===== src/rtl/mux_cfg_loader_if.sv =====
// Host-side programming bus for mux_cfg_loader: the indexed write stream, the commit handshake
// and the registered select buses that feed the mux trees.
interface mux_cfg_loader_if #(
    parameter int unsigned NUM_MUX = 8,
    parameter int unsigned SEL_W   = 4,
    parameter int unsigned ADDR_W  = 3,
    parameter int unsigned IDX_W   = 5
);
    logic                       wr_valid;
    logic                       wr_ready;
    logic [ADDR_W-1:0]          wr_addr;
    logic [IDX_W-1:0]           wr_idx;
    logic                       commit_req;
    logic                       commit_ack;
    logic [NUM_MUX*SEL_W-1:0]   sram;
    logic [NUM_MUX*SEL_W-1:0]   sram_inv;
    logic [NUM_MUX-1:0]         written_mask;
    logic                       cfg_done;
    logic                       cfg_err;

    modport master (
        output wr_valid,
        output wr_addr,
        output wr_idx,
        output commit_req,
        input  wr_ready,
        input  commit_ack,
        input  sram,
        input  sram_inv,
        input  written_mask,
        input  cfg_done,
        input  cfg_err
    );

    modport slave (
        input  wr_valid,
        input  wr_addr,
        input  wr_idx,
        input  commit_req,
        output wr_ready,
        output commit_ack,
        output sram,
        output sram_inv,
        output written_mask,
        output cfg_done,
        output cfg_err
    );
endinterface


===== src/rtl/mux_cfg_loader.sv =====
// Shadow-bank configuration loader for OpenFPGA-style mux trees: indexed writes land in a shadow
// bank, and a commit handshake copies the whole bank to the active sram/sram_inv buses at once.
module mux_cfg_loader #(
    parameter int unsigned NUM_MUX  = 8,
    parameter int unsigned MUX_SIZE = 15,
    parameter int unsigned SEL_W    = 4,
    parameter int unsigned ADDR_W   = 3,
    parameter int unsigned IDX_W    = 5
) (
    input  logic            prog_clk,
    input  logic            pReset,
    mux_cfg_loader_if.slave bus
);

    localparam logic [1:0] StIdle   = 2'd0;
    localparam logic [1:0] StCommit = 2'd1;
    localparam logic [1:0] StAck    = 2'd2;

    localparam logic [IDX_W-1:0]  MuxSizeIdx = IDX_W'(MUX_SIZE);
    localparam logic [ADDR_W:0]   NumMuxAddr = (ADDR_W + 1)'(NUM_MUX);

    logic [1:0]                       r_state;
    logic [1:0]                       w_state_next;
    logic [NUM_MUX-1:0][SEL_W-1:0]    r_shadow;
    logic [NUM_MUX-1:0][SEL_W-1:0]    r_sram;
    logic [NUM_MUX-1:0][SEL_W-1:0]    r_sram_inv;
    logic [NUM_MUX-1:0]               r_mask;
    logic                             r_err;

    logic                             w_wr_ready;
    logic                             w_wr_fire;
    logic                             w_addr_ok;
    logic                             w_idx_ok;
    logic [SEL_W-1:0]                 w_code;

    assign w_wr_ready = (r_state == StIdle);
    assign w_wr_fire  = bus.wr_valid & w_wr_ready;
    assign w_addr_ok  = ({1'b0, bus.wr_addr} < NumMuxAddr);
    assign w_idx_ok   = (bus.wr_idx < MuxSizeIdx);
    // in[i] is reached by code MUX_SIZE-i; an illegal index parks the mux on its const1 leaf.
    assign w_code     = w_idx_ok ? SEL_W'(MuxSizeIdx - bus.wr_idx) : '0;

    always_comb begin
        w_state_next = r_state;
        case (r_state)
            StIdle:   if (bus.commit_req) w_state_next = StCommit;
            StCommit: w_state_next = StAck;
            StAck:    w_state_next = StIdle;
            default:  w_state_next = StIdle;
        endcase
    end

    always_ff @(posedge prog_clk or posedge pReset) begin
        if (pReset) begin
            r_state <= StIdle;
        end else begin
            r_state <= w_state_next;
        end
    end

    always_ff @(posedge prog_clk or posedge pReset) begin
        if (pReset) begin
            r_shadow <= '0;
            r_mask   <= '0;
        end else if (r_state == StCommit) begin
            r_mask <= '0;
        end else if (w_wr_fire && w_addr_ok) begin
            for (int unsigned m = 0; m < NUM_MUX; m++) begin
                if (bus.wr_addr == ADDR_W'(m)) begin
                    r_shadow[m] <= w_code;
                    r_mask[m]   <= 1'b1;
                end
            end
        end
    end

    // Both polarities load on the same edge so the tree never sees a mixed select.
    always_ff @(posedge prog_clk or posedge pReset) begin
        if (pReset) begin
            r_sram     <= '0;
            r_sram_inv <= '1;
        end else if (r_state == StCommit) begin
            r_sram     <= r_shadow;
            r_sram_inv <= ~r_shadow;
        end
    end

    always_ff @(posedge prog_clk or posedge pReset) begin
        if (pReset) begin
            r_err <= 1'b0;
        end else if (w_wr_fire && (!w_addr_ok || !w_idx_ok)) begin
            r_err <= 1'b1;
        end
    end

    assign bus.wr_ready     = w_wr_ready;
    assign bus.commit_ack   = (r_state == StAck);
    assign bus.sram         = r_sram;
    assign bus.sram_inv     = r_sram_inv;
    assign bus.written_mask = r_mask;
    assign bus.cfg_done     = &r_mask;
    assign bus.cfg_err      = r_err;

endmodule


===== src/flat_wrapper.sv =====
// flat-port wrapper written by rule: the top's interface ports become plain ports
module mux_cfg_loader_flat 
#(
    parameter int unsigned NUM_MUX  = 8,
    parameter int unsigned MUX_SIZE = 15,
    parameter int unsigned SEL_W    = 4,
    parameter int unsigned ADDR_W   = 3,
    parameter int unsigned IDX_W    = 5
)
  (prog_clk, pReset, bus_wr_valid, bus_wr_addr, bus_wr_idx, bus_commit_req, bus_wr_ready, bus_commit_ack, bus_sram, bus_sram_inv, bus_written_mask, bus_cfg_done, bus_cfg_err);
  mux_cfg_loader_if #(.NUM_MUX(NUM_MUX), .SEL_W(SEL_W), .ADDR_W(ADDR_W), .IDX_W(IDX_W)) bus_i ();
  input  logic prog_clk;
  input  logic pReset;
  input wire logic [$bits(bus_i.wr_valid)-1:0] bus_wr_valid;
  input wire logic [$bits(bus_i.wr_addr)-1:0] bus_wr_addr;
  input wire logic [$bits(bus_i.wr_idx)-1:0] bus_wr_idx;
  input wire logic [$bits(bus_i.commit_req)-1:0] bus_commit_req;
  output wire logic [$bits(bus_i.wr_ready)-1:0] bus_wr_ready;
  output wire logic [$bits(bus_i.commit_ack)-1:0] bus_commit_ack;
  output wire logic [$bits(bus_i.sram)-1:0] bus_sram;
  output wire logic [$bits(bus_i.sram_inv)-1:0] bus_sram_inv;
  output wire logic [$bits(bus_i.written_mask)-1:0] bus_written_mask;
  output wire logic [$bits(bus_i.cfg_done)-1:0] bus_cfg_done;
  output wire logic [$bits(bus_i.cfg_err)-1:0] bus_cfg_err;
  assign bus_i.wr_valid = bus_wr_valid;
  assign bus_i.wr_addr = bus_wr_addr;
  assign bus_i.wr_idx = bus_wr_idx;
  assign bus_i.commit_req = bus_commit_req;
  assign bus_wr_ready = bus_i.wr_ready;
  assign bus_commit_ack = bus_i.commit_ack;
  assign bus_sram = bus_i.sram;
  assign bus_sram_inv = bus_i.sram_inv;
  assign bus_written_mask = bus_i.written_mask;
  assign bus_cfg_done = bus_i.cfg_done;
  assign bus_cfg_err = bus_i.cfg_err;
  mux_cfg_loader #(.NUM_MUX(NUM_MUX), .MUX_SIZE(MUX_SIZE), .SEL_W(SEL_W), .ADDR_W(ADDR_W), .IDX_W(IDX_W)) u_core (.prog_clk(prog_clk), .pReset(pReset), .bus(bus_i));
endmodule

===== config.mk =====
export PLATFORM = sky130hd
export DESIGN_NAME = mux_cfg_loader_flat
export DESIGN_NICKNAME = d
export VERILOG_FILES = /design/src/rtl/mux_cfg_loader_if.sv /design/src/rtl/mux_cfg_loader.sv /design/src/flat_wrapper.sv
export SDC_FILE = /design/constraint.sdc
export NUM_CORES = 1
export LEC_CHECK = 0
export ABC_AREA = 1
export CAP_MARGIN = 15
export CORE_MARGIN = 5
export CORE_UTILIZATION = 50
export CTS_BUF_LIST = sky130_fd_sc_hd__clkbuf_16
export CTS_CLUSTER_SIZE = 28
export DETAILED_ROUTE_END_ITERATION = 6
export PLACE_DENSITY_LB_ADDON = 0.1
export SLEW_MARGIN = 5
export SYNTH_ARGS = -nofsm -noshare
export SYNTH_HDL_FRONTEND = slang
export SYNTH_SLANG_ARGS = --single-unit

===== constraint.sdc =====
create_clock -name prog_clk -period 3.9 [get_ports prog_clk]
set_clock_uncertainty 0.1 [all_clocks]
set_input_delay 0.585 -clock prog_clk [delete_from_list [all_inputs] [get_ports prog_clk]]
set_output_delay 0.585 -clock prog_clk [all_outputs]
set_load 0.01 [all_outputs]

==> results.md, run 1 <==
* Outcome: finished, final reports clean
* Clock buffer depth at 2
* Largest cells by area after synthesis: dfrtp_1 (45%), dfstp_2 (20%), nand2_1 (16%)
* Kind of critical path: reg -> out
* Setup TNS at 0 ps
* H-Tree Depth at 3
* Router iterations before antenna repair at 4
* Worst-margin pin slew at 829 ps
* Die width at 101 µm
* GP Congestion at around 0.84
* Grt total ovfl at 0
* Final setup viols at 0
* CP peak stage delay at 570 ps
* PostCTS Resize Cnt at 0
* N_diodes at 0
* Worst-path maximum fanout at 4
* Post-Syn Instances at 427
* Setup Buffers After CTS at 0
* Hold WC Path Type: reg -> reg
* Mapped Nets at between 400 and 500
* DRT antenna net count at 0
* Yosys warnings at 0
* Slowest CP cell: clkdlybuf4s50_1
* Period utilization at 0.574
* Die Span Y at 101 µm
* GRT Total Usage at 0.184
* Share of cells above drive strength 1 at 0.127
* Critical path cell sequence: nor2_4, clkdlybuf4s50_1
* Std-Cell Rows at 33
* Pin count of the biggest net entering global routing at 80
* Clock Pin Slew Worst Setup and Hold Paths at 70 ps
* Drc violations at 0
* Register area share after synthesis at 0.658
* P&R area growth vs syn at 30.7%
* Count of pins over their slew limit at 0
* Wire per inst at 14.1 µm
* IO Pins at just under 90
* F_max at 0.447 GHz
* Port Buf Inserts at 87
* Via-to-Cell Ratio at slightly below 5
* Commonest non-fill, non-tap cell in the layout: nand2_1
* Overall die area at 10,200 µm²
* Max-cap viol count at 0
* Syn_area_per_cell at approximately 9.7 µm²
* Crit path DAT at roughly 1600 ps
* Clk Latency, worst-skew pair at 330 ps
* Rel. slew slack at 0.445
* Post-DP HPWL at 6.03 mm
* Tmin final at between 2000 and 2500 ps
* Drt total wl at around 9 mm
* CTS Hold Bufs at 0
* Net count, final at 525
* Root buf cell: clkbuf_16
* Fillers at about 660
* CTS tree: yes
* #FFs+latches synth at between 100 and 150
* Antenna violations before repair at 0
* RSZ-0062 raised after global routing: false
* Distinct cells, synth at 19
* CTS Buf Count at 9
* LEAKAGE at 0.00252 µW
* Number of global-route vias before repair at 2,988
* Peak VDD IR at approximately 0.34 mV
* Most frequent cells in the layout: nand2_1 (177), clkdlybuf4s50_1 (87), dfrtp_1 (75)
* Synth Cell Area at 4130 µm²
* Area share of the largest cell type after synthesis at 0.454
* Cell taking the most area after synthesis: dfrtp_1
* Crit end category: output pin
* Cell Pwr Density at 714 nW/µm²
* Final Hold Vio Count at 0
* Vias at 3,065
* Required @ worst endpoint at 3210 ps
* Critical path launch point type: flip-flop
* Initial core utilization at 0.508
* Number of DRC markers in iteration 0 at approximately 180
* First-pass GRT wire length at between 10 and 15 mm
* Smallest hold slack at 314 ps
* Clock sinks at 107
* Core area at around 8100 µm²
==> flip-flops by register name (all words and copies together), names as in the netlist <==
| name | flops |
|---|---|
| u_core.bus.sram_inv | 32 |
| u_core.bus.written_mask | 8 |
| u_core.bus.cfg_err | 1 |
| u_core.r_state | 2 |
| u_core.bus.sram | 32 |
| u_core.r_shadow | 32 |
==> worst max-delay path, delay by kind of cell, from the launching register on <==
kind	cells	cell delay (ps)
buffers and inverters	1	570
flip-flops	1	450
AND/OR/NAND/NOR	1	200
==> layout make-up <==
cell class                 count  area [µm²]  area share
clock inverter                 7        83.8      0.0155
timing repair buffer          89         898       0.166
multi-input combinational    273        1220       0.226
inverter                      33         126      0.0234
tap                          105         131      0.0243
sequential                   107        2720       0.503
clock buffer                   9         225      0.0417
==> power by group <==
part | internal [µW] | switching [µW]
combinational | 621 | 518
sequential | 1560 | 223
clock | 556 | 377
total | 2740 | 1120
==> layer usage <==
layer	wire, µm	vias up	global-route usage
met4	82	0	0.0501
met3	479	10	0.0436
li1	-	1514	-
met5	0	-	0
met2	4120	75	0.289
met1	4090	1466	0.258
==> path summary, 6_finish.rpt <==
kind | startpoint | end | slack, ps | cells after the start
min in group asynchronous | pReset | u_core.bus.sram[23] | 660 | 2
max in group asynchronous | pReset | u_core.bus.sram_inv[12] | 2270 | 3
min | u_core.r_shadow[12] | u_core.bus.sram_inv[12] | 310 | 1
max reg2reg | u_core.r_state[1] | u_core.bus.sram_inv[27] | 1940 | 5
min reg2reg | u_core.r_shadow[12] | u_core.bus.sram_inv[12] | 310 | 1
max | u_core.r_state[0] | bus_wr_ready | 1660 | 2
==> stage by stage <==
stage / cell area, µm² / power [µW] / cells / setup WS [ps] / utilization
after floorplan: 4130 / 2270 / 427 / 451 / -
after global placement: 5090 / 2930 / 607 / 1800 / 0.626
after detailed placement: 5090 / 2960 / 607 / 1720 / 0.626
after CTS: 5400 / 3900 / 623 / 1640 / 0.664
after global routing: 5400 / 4090 / 623 / 1600 / 0.664
final: 5400 / 3860 / 623 / 1660 / 0.664
==> synthesized netlist by cell type <==
cell type    n
clkbuf_1     4
nor3b_1      1
buf_2        5
nand2_2      1
inv_2        6
inv_1       27
nand3_4      2
nor3_2       1
buf_4        5
o21bai_1     1
nand4_1      2
nor2_4       6
dfstp_2     32
nor2_1       9
o21ai_1     40
nand2_1    177
nor2_2       3
dfrtp_1     75
o21ai_0     30
==> logic make-up after synthesis <==
group | after synthesis | synth area share
buffers and inverters | 47 | 0.0487
AND/OR/NAND/NOR | 202 | 0.207
flip-flops | 107 | 0.658
AO/OA/AOI/OAI | 71 | 0.0866
(Power assumes the default switching activity.)
==> run 2, diff against run 1 <==
--- a/config.mk
+++ b/config.mk
@@ -8,7 +8,7 @@
 export ABC_AREA = 1
 export CAP_MARGIN = 15
 export CORE_MARGIN = 5
-export CORE_UTILIZATION = 50
+export CORE_UTILIZATION = 45
 export CTS_BUF_LIST = sky130_fd_sc_hd__clkbuf_16
 export CTS_CLUSTER_SIZE = 28
 export DETAILED_ROUTE_END_ITERATION = 6
==> constraint.sdc (replaced) <==
create_clock -name prog_clk -period 1.8 [get_ports prog_clk]
set_clock_uncertainty 0.1 [all_clocks]
set_input_delay 0.27 -clock prog_clk [delete_from_list [all_inputs] [get_ports prog_clk]]
set_output_delay 0.27 -clock prog_clk [all_outputs]
set_load 0.01 [all_outputs]
==> run 2 against run 1 <==
Effect of this change:
- non-clock buffer count rose by 4
- worst setup slack got worse by 1600 ps
- sequential share of layout area down 1.4 points
- sequential power grew 120%
- critical path type unchanged
- global-route usage is 0.15 points lower
- sequential cell count unchanged
- largest power group unchanged
- core utilization fell by 5.4 points
- hold slack worse by 24 ps
- wire length grew 9.5%
- die area up 10%
- clock power increased by 140%
- register-to-register slack lost 1600 ps
==> results.md, run 2 (synthesized netlist as in run 1, its figures left out) <==
* Outcome: finished, final reports clean
* CP delay by family, top: flip-flops
* Sw frac at 0.294 (+0.00440)
* Multi-input gate area at 1220 µm² (unchanged)
* Core area at 9110 µm² (+12%)
* Cell Pwr Density at 1540 nW/µm² (+120%)
* Setup TNS at 0 ps (unchanged)
* Via-to-Cell Ratio at 4.86 (-1.2%)
* Path depth of the worst reg2reg path at 7 (+2)
* Share of cells above drive strength 1 at 0.144 (+0.0163)
* Max-cap viol count at 0 (unchanged)
* Cell-internal power at 6040 µW (+120%)
* Initial core utilization at 0.454 (-0.0544)
* Setup Buffers After CTS at 0 (unchanged)
* Power share of the combinational group at 0.285 (-0.010)
* Grt total ovfl at 0 (unchanged)
* Die width at 106 µm (+4.9%)
* Root buf cell: clkbuf_16
* Kind of critical path: reg -> out
* Drt total wl at 9.59 mm (+9.5%)
* P&R area growth vs syn at 34.4%
* CP peak stage delay at 530 ps (-40 ps)
* Worst-margin pin slew at 731 ps (-98.2 ps)
* Antenna violations before repair at 0 (unchanged)
* Die Span Y at 106 µm (+4.9%)
* Clock power share at 0.263 (+0.021)
* Overall die area at 11,200 µm² (+10%)
* Crit end category: output pin
* Worst-path maximum fanout at 2 (-2)
* Critical path cell sequence: clkdlybuf4s50_1
* Count of pins over their slew limit at 0 (unchanged)
* Critical path launch point type: flip-flop
* Clk Latency, worst-skew pair at 340 ps (about the same)
* Commonest non-fill, non-tap cell in the layout: nand2_1
* Vias at 3,078 (+0.42%)
* Fillers at 796 (+21%)
* Wire per inst at 15.2 µm (+7.8%)
* Final Cell Area at 5560 µm² (+2.8%)
* Final setup viols at 0 (unchanged)
* Drc violations at 0 (unchanged)
* IO Pins at 88 (unchanged)
* Critical path buffer and inverter count at 1 (unchanged)
* Crit path DAT at 1400 ps (-150 ps)
* Number of global-route vias before repair at 3,220 (+7.8%)
* Router iterations before antenna repair at 4 (unchanged)
* Port Buf Inserts at 87 (unchanged)
* Clock buffer depth at 2 (unchanged)
* Pin count of the biggest net entering global routing at 80 (unchanged)
* Tmin final at between 1500 and 2000 ps
* CTS Buf Count at 9 (unchanged)
* Peak VDD IR at 0.658 mV (+92%)
* CTS tree: yes
* First-pass GRT wire length at 16.1 mm (+9.3%)
* Hold WC Path Type: in -> async
* Clock Pin Slew Worst Setup and Hold Paths at 70 ps (about the same)
* Critical R2R Capture: u_core.r_shadow[23]
* Post-place instance area at 5160 µm² (+1.3%)
* Rel. slew slack at 0.511 (+0.0657)
* Period utilization at 0.982
* Most frequent cells in the layout: nand2_1 (177), dfrtp_1 (74), clkdlybuf4s50_1 (56)
* Post-DP HPWL at 6.60 mm (+9.5%)
* RSZ-0062 raised after global routing: false
* GRT Total Usage at 0.182 (-0.00151)
* GP Congestion at 0.872 (+3.8%)
* LEAKAGE at 0.00282 µW (+12%)
* Slowest CP cell: dfstp_2
* F_max at around 0.57 GHz
* Final Hold Vio Count at 0 (unchanged)
* N_diodes at 0 (unchanged)
* Std-Cell Rows at 35 (+6.1%)
* Overall power at 8560 µW (+120%)
* Required @ worst endpoint at 1430 ps (-1780 ps)
* Clock sinks at 107 (unchanged)
* DRT antenna net count at 0 (unchanged)
* Sequential cell fraction of total power at 0.451 (-0.012)
* H-Tree Depth at 3 (unchanged)
* Number of DRC markers in iteration 0 at 195 (+7.1%)
* Net count, final at 529 (+0.76%)
* P_sw at 2520 µW (+130%)
* FF/Latch Area at 2720 µm² (about the same)
* R2r setup slk at 330 ps (-1610 ps)
* CTS Hold Bufs at 0 (unchanged)
* Worst r2r src: u_core.r_state[1]
==> run 2: repair_timing <==
action                                 CTS  global route
setup endpoints to repair                7            24
resized for setup                        8            24
pin swaps                                0             0
endpoints found under the hold margin    0             0
==> run 2: power by group through the flow <==
stage | sequential (µW) | clock [µW] | combinational [µW]
2_1_floorplan | 4100 | 0 | 826
3_3_place_gp | 3900 | 0 | 2510
3_5_place_dp | 3910 | 0 | 2570
4_1_cts | 3880 | 2300 | 2550
5_1_grt | 3960 | 2420 | 2700
6_report | 3860 | 2250 | 2440
==> run 2: how the worst max path moves through the flow <==
stage / start / end / slack (ps) / cells after the start
global route: u_core.bus.sram_inv[1] / bus_sram_inv[1] / 2 / 1
floorplan: pReset / u_core.bus.cfg_err / 170 / 1
CTS: u_core.bus.sram_inv[14] / bus_sram_inv[14] / 7 / 1
global placement: bus_wr_idx[4] / u_core.r_shadow[17] / 50 / 4
detailed placement: bus_wr_idx[4] / u_core.r_shadow[17] / 40 / 4
finish: u_core.bus.sram_inv[1] / bus_sram_inv[1] / 30 / 1
==> run 2: stage by stage <==
stage | hold slack (ps) | setup WS, ps | utilization | std cells
6_report | 290 | 31.6 | 0.610 | 633
5_1_grt | 337 | 1.71 | 0.610 | 633
4_1_cts | 314 | 7.36 | 0.603 | 633
3_5_place_dp | 308 | 39.0 | 0.566 | 617
3_3_place_gp | 302 | 49.9 | 0.566 | 617
2_1_floorplan | 293 | 169 | - | 427
==> run 2: final cells by class <==
class | instances | area share
sequential | 107 | 0.489
multi-input combinational | 273 | 0.219
timing repair buffer | 93 | 0.181
clock buffer | 9 | 0.0405
tap | 111 | 0.0250
inverter | 33 | 0.0230
clock inverter | 7 | 0.0218
==> run 2: layer usage <==
| layer | up-vias | GRT usage | wire length (µm) |
|---|---|---|---|
| li1 | 1519 | - | - |
| met1 | 1465 | 0.250 | 4370 |
| met2 | 86 | 0.289 | 4600 |
| met3 | 8 | 0.0478 | 521 |
| met4 | 0 | 0.0472 | 109 |
| met5 | - | 0 | 0 |
==> run 3, diff against run 2 <==
--- a/config.mk
+++ b/config.mk
@@ -10,9 +10,11 @@
 export CORE_MARGIN = 5
 export CORE_UTILIZATION = 45
 export CTS_BUF_LIST = sky130_fd_sc_hd__clkbuf_16
+export CTS_CLUSTER_DIAMETER = 150
 export CTS_CLUSTER_SIZE = 28
 export DETAILED_ROUTE_END_ITERATION = 6
 export PLACE_DENSITY_LB_ADDON = 0.1
+export SETUP_SLACK_MARGIN = 0.5
 export SLEW_MARGIN = 5
 export SYNTH_ARGS = -nofsm -noshare
 export SYNTH_HDL_FRONTEND = slang
==> run 3 against run 2 <==
Effect of this change:
- critical path depth rose by 2
- combinational power rose by 55%
- total power rose by 18%
- register-to-register slack got worse by 20 ps
- sequential cell count did not move
- hold slack got worse by 7.5 ps
- largest cell class unchanged
==> results.md, run 3 (synthesized netlist as in run 1, its figures left out) <==
* Outcome: finished, final reports clean
* Number of global-route vias before repair at 3,653 (+13%)
* F_max at 0.666 GHz (+18%)
* Critical path launch point type: flip-flop
* N_diodes at 0 (unchanged)
* IO Pins at 88 (unchanged)
* Via-to-Cell Ratio at 5.27 (+8.4%)
* Grt total ovfl at 0 (unchanged)
* Final Hold Vio Count at 0 (unchanged)
* GRT Total Usage at 0.223 (+0.0413)
* Most frequent cells in the layout: nand2_1 (120), dfrtp_1 (73), buf_6 (49)
* Count of pins over their slew limit at 0 (unchanged)
* Smallest hold slack at 283 ps (-7.50 ps)
* GP Congestion at 0.872 (unchanged)
* First-pass GRT wire length at 19.4 mm (+20%)
* Period utilization at 0.834 (-0.148)
* Share of cells above drive strength 1 at 0.546 (+0.402)
* Drt total wl at 13.6 mm (+42%)
* CP peak stage delay at 420 ps (-110 ps)
* Peak VDD IR at 0.804 mV (+22%)
* Crit path DAT at 1130 ps (-270 ps)
* Worst-path maximum fanout at 3 (+1)
* Setup TNS at 0 ps (unchanged)
* Router iterations before antenna repair at 4 (unchanged)
* CTS Buf Count at 9 (unchanged)
* Critical path cell sequence: nand4_1, nor2_1, buf_2
* Hold WC Path Type: in -> async
* Final setup viols at 0 (unchanged)
* LEAKAGE at 0.00331 µW (+17%)
* DRT antenna net count at 0 (unchanged)
* Fillers at 577 (-28%)
* Die Span Y at 106 µm (unchanged)
* P&R area growth vs syn at 64.8%
* Clock sinks at 107 (unchanged)
* Drc violations at 0 (unchanged)
* Wire per inst at 19.5 µm (+28%)
* Clk Latency, worst-skew pair at 350 ps (about the same)
* Cell Pwr Density at 1490 nW/µm² (-3.3%)
* Kind of critical path: reg -> out
* Pin count of the biggest net entering global routing at 80 (unchanged)
* Net count, final at 595 (+12%)
* Max-cap viol count at 0 (unchanged)
* Die width at 106 µm (unchanged)
* Std-Cell Rows at 35 (unchanged)
* Crit end category: output pin
* Overall die area at 11,200 µm² (unchanged)
* H-Tree Depth at 3 (unchanged)
* Clock buffer depth at 2 (unchanged)
* Required @ worst endpoint at 1430 ps (about the same)
* Number of DRC markers in iteration 0 at 241 (+24%)
* Commonest non-fill, non-tap cell in the layout: nand2_1
* DP Cell Count at 617 (unchanged)
* Root buf cell: clkbuf_16
* Overall power at 10,100 µW (+18%)
* Worst-margin pin slew at 769 ps (+38.7 ps)
* Initial core utilization at 0.454 (unchanged)
* Worst r2r src: u_core.r_state[0]
* Post-DP HPWL at 6.60 mm (unchanged)
* CTS tree: yes
* Critical Path Source: u_core.bus.written_mask[4]
* Tmin final at 1500 ps (-267 ps)
* Rel. slew slack at 0.485 (-0.0259)
* Core area at 9110 µm² (unchanged)
* Antenna violations before repair at 0 (unchanged)
* Final cell count without fillers at 699 (+10%)
* Port Buf Inserts at 87 (unchanged)
* Slowest CP cell: dfrtp_1
* Clock Pin Slew Worst Setup and Hold Paths at 70 ps (about the same)
* Vias at 3,686 (+20%)
* RSZ-0062 raised after global routing: true
## run 3: cell count changes in the layout (fill, tap and decap cells not counted), sizes merged
| cell | previous run | this run |
|---|---|---|
| buf | 6 | 138 |
| clkdlybuf4s50 | 56 | 11 |
| dlymetal6s2s | 24 | 0 |
| dlygate4sd2 | 7 | 0 |
| clkbuf | 9 | 14 |
| nand2 | 178 | 182 |
| clkinvlp | 1 | 3 |
| inv | 35 | 34 |
## run 3: layout make-up
class | count | area (µm²) | share of cell area
repair inverters | 1 | 7.51 | 0.00110
clock buffers | 9 | 225 | 0.0331
well taps | 111 | 139 | 0.0204
repair buffers | 154 | 1670 | 0.246
inverters | 33 | 136 | 0.0200
multi-input cells | 277 | 1790 | 0.263
flip-flops and latches | 107 | 2720 | 0.399
clock inverters | 7 | 121 | 0.0178
## run 3: critical path, delay by kind of cell (launching register included)
kind / cells / cell delay (ps)
flops: 1 / 420
simple gates: 2 / 220
buf+inv: 1 / 130
## run 3: routing by layer
metal / track usage / share of wire / up-vias
li1: - / - / 1669
met1: 0.305 / 0.41 / 1826
met2: 0.349 / 0.50 / 161
met3: 0.0594 / 0.061 / 30
met4: 0.0712 / 0.025 / 0
met5: 0 / 0 / -
## run 3: worst paths after layout
path | to | slack [ps] | depth (start not counted)
worst max register to register | u_core.r_shadow[14] | 310 | 6
min in group prog_clk | u_core.bus.sram_inv[1] | 320 | 1
worst max-delay path | bus_cfg_done | 300 | 3
max in group asynchronous | u_core.bus.sram_inv[18] | 910 | 3
worst min-delay path | u_core.r_shadow[29] | 280 | 3
worst min register to register | u_core.bus.sram_inv[1] | 320 | 1
## run 3: timing repair
action | 4_1_cts | 5_1_grt
endpoints found under the setup margin | 174 | 145
gates cloned | 11 | 8
hold buffers | 0 | 0
pin swaps | 5 | 9
setup buffers | 21 | 26
resized for setup | 405 | 139
## run 3: power by group
part	internal (µW)	switching, µW	total [µW]	leakage, µW
clock	1370	931	2300	0.000171
sequential	3390	673	4070	0.00129
combinational	2010	1760	3770	0.00184
## run 3: stage by stage
stage,cell area (µm²),utilization,setup slack [ps]
detailed placement,5160,0.566,39.0
global route,6810,0.748,217
finish,6810,0.748,299
CTS,5970,0.655,336
floorplan,4140,-,169
global placement,5160,0.566,49.9
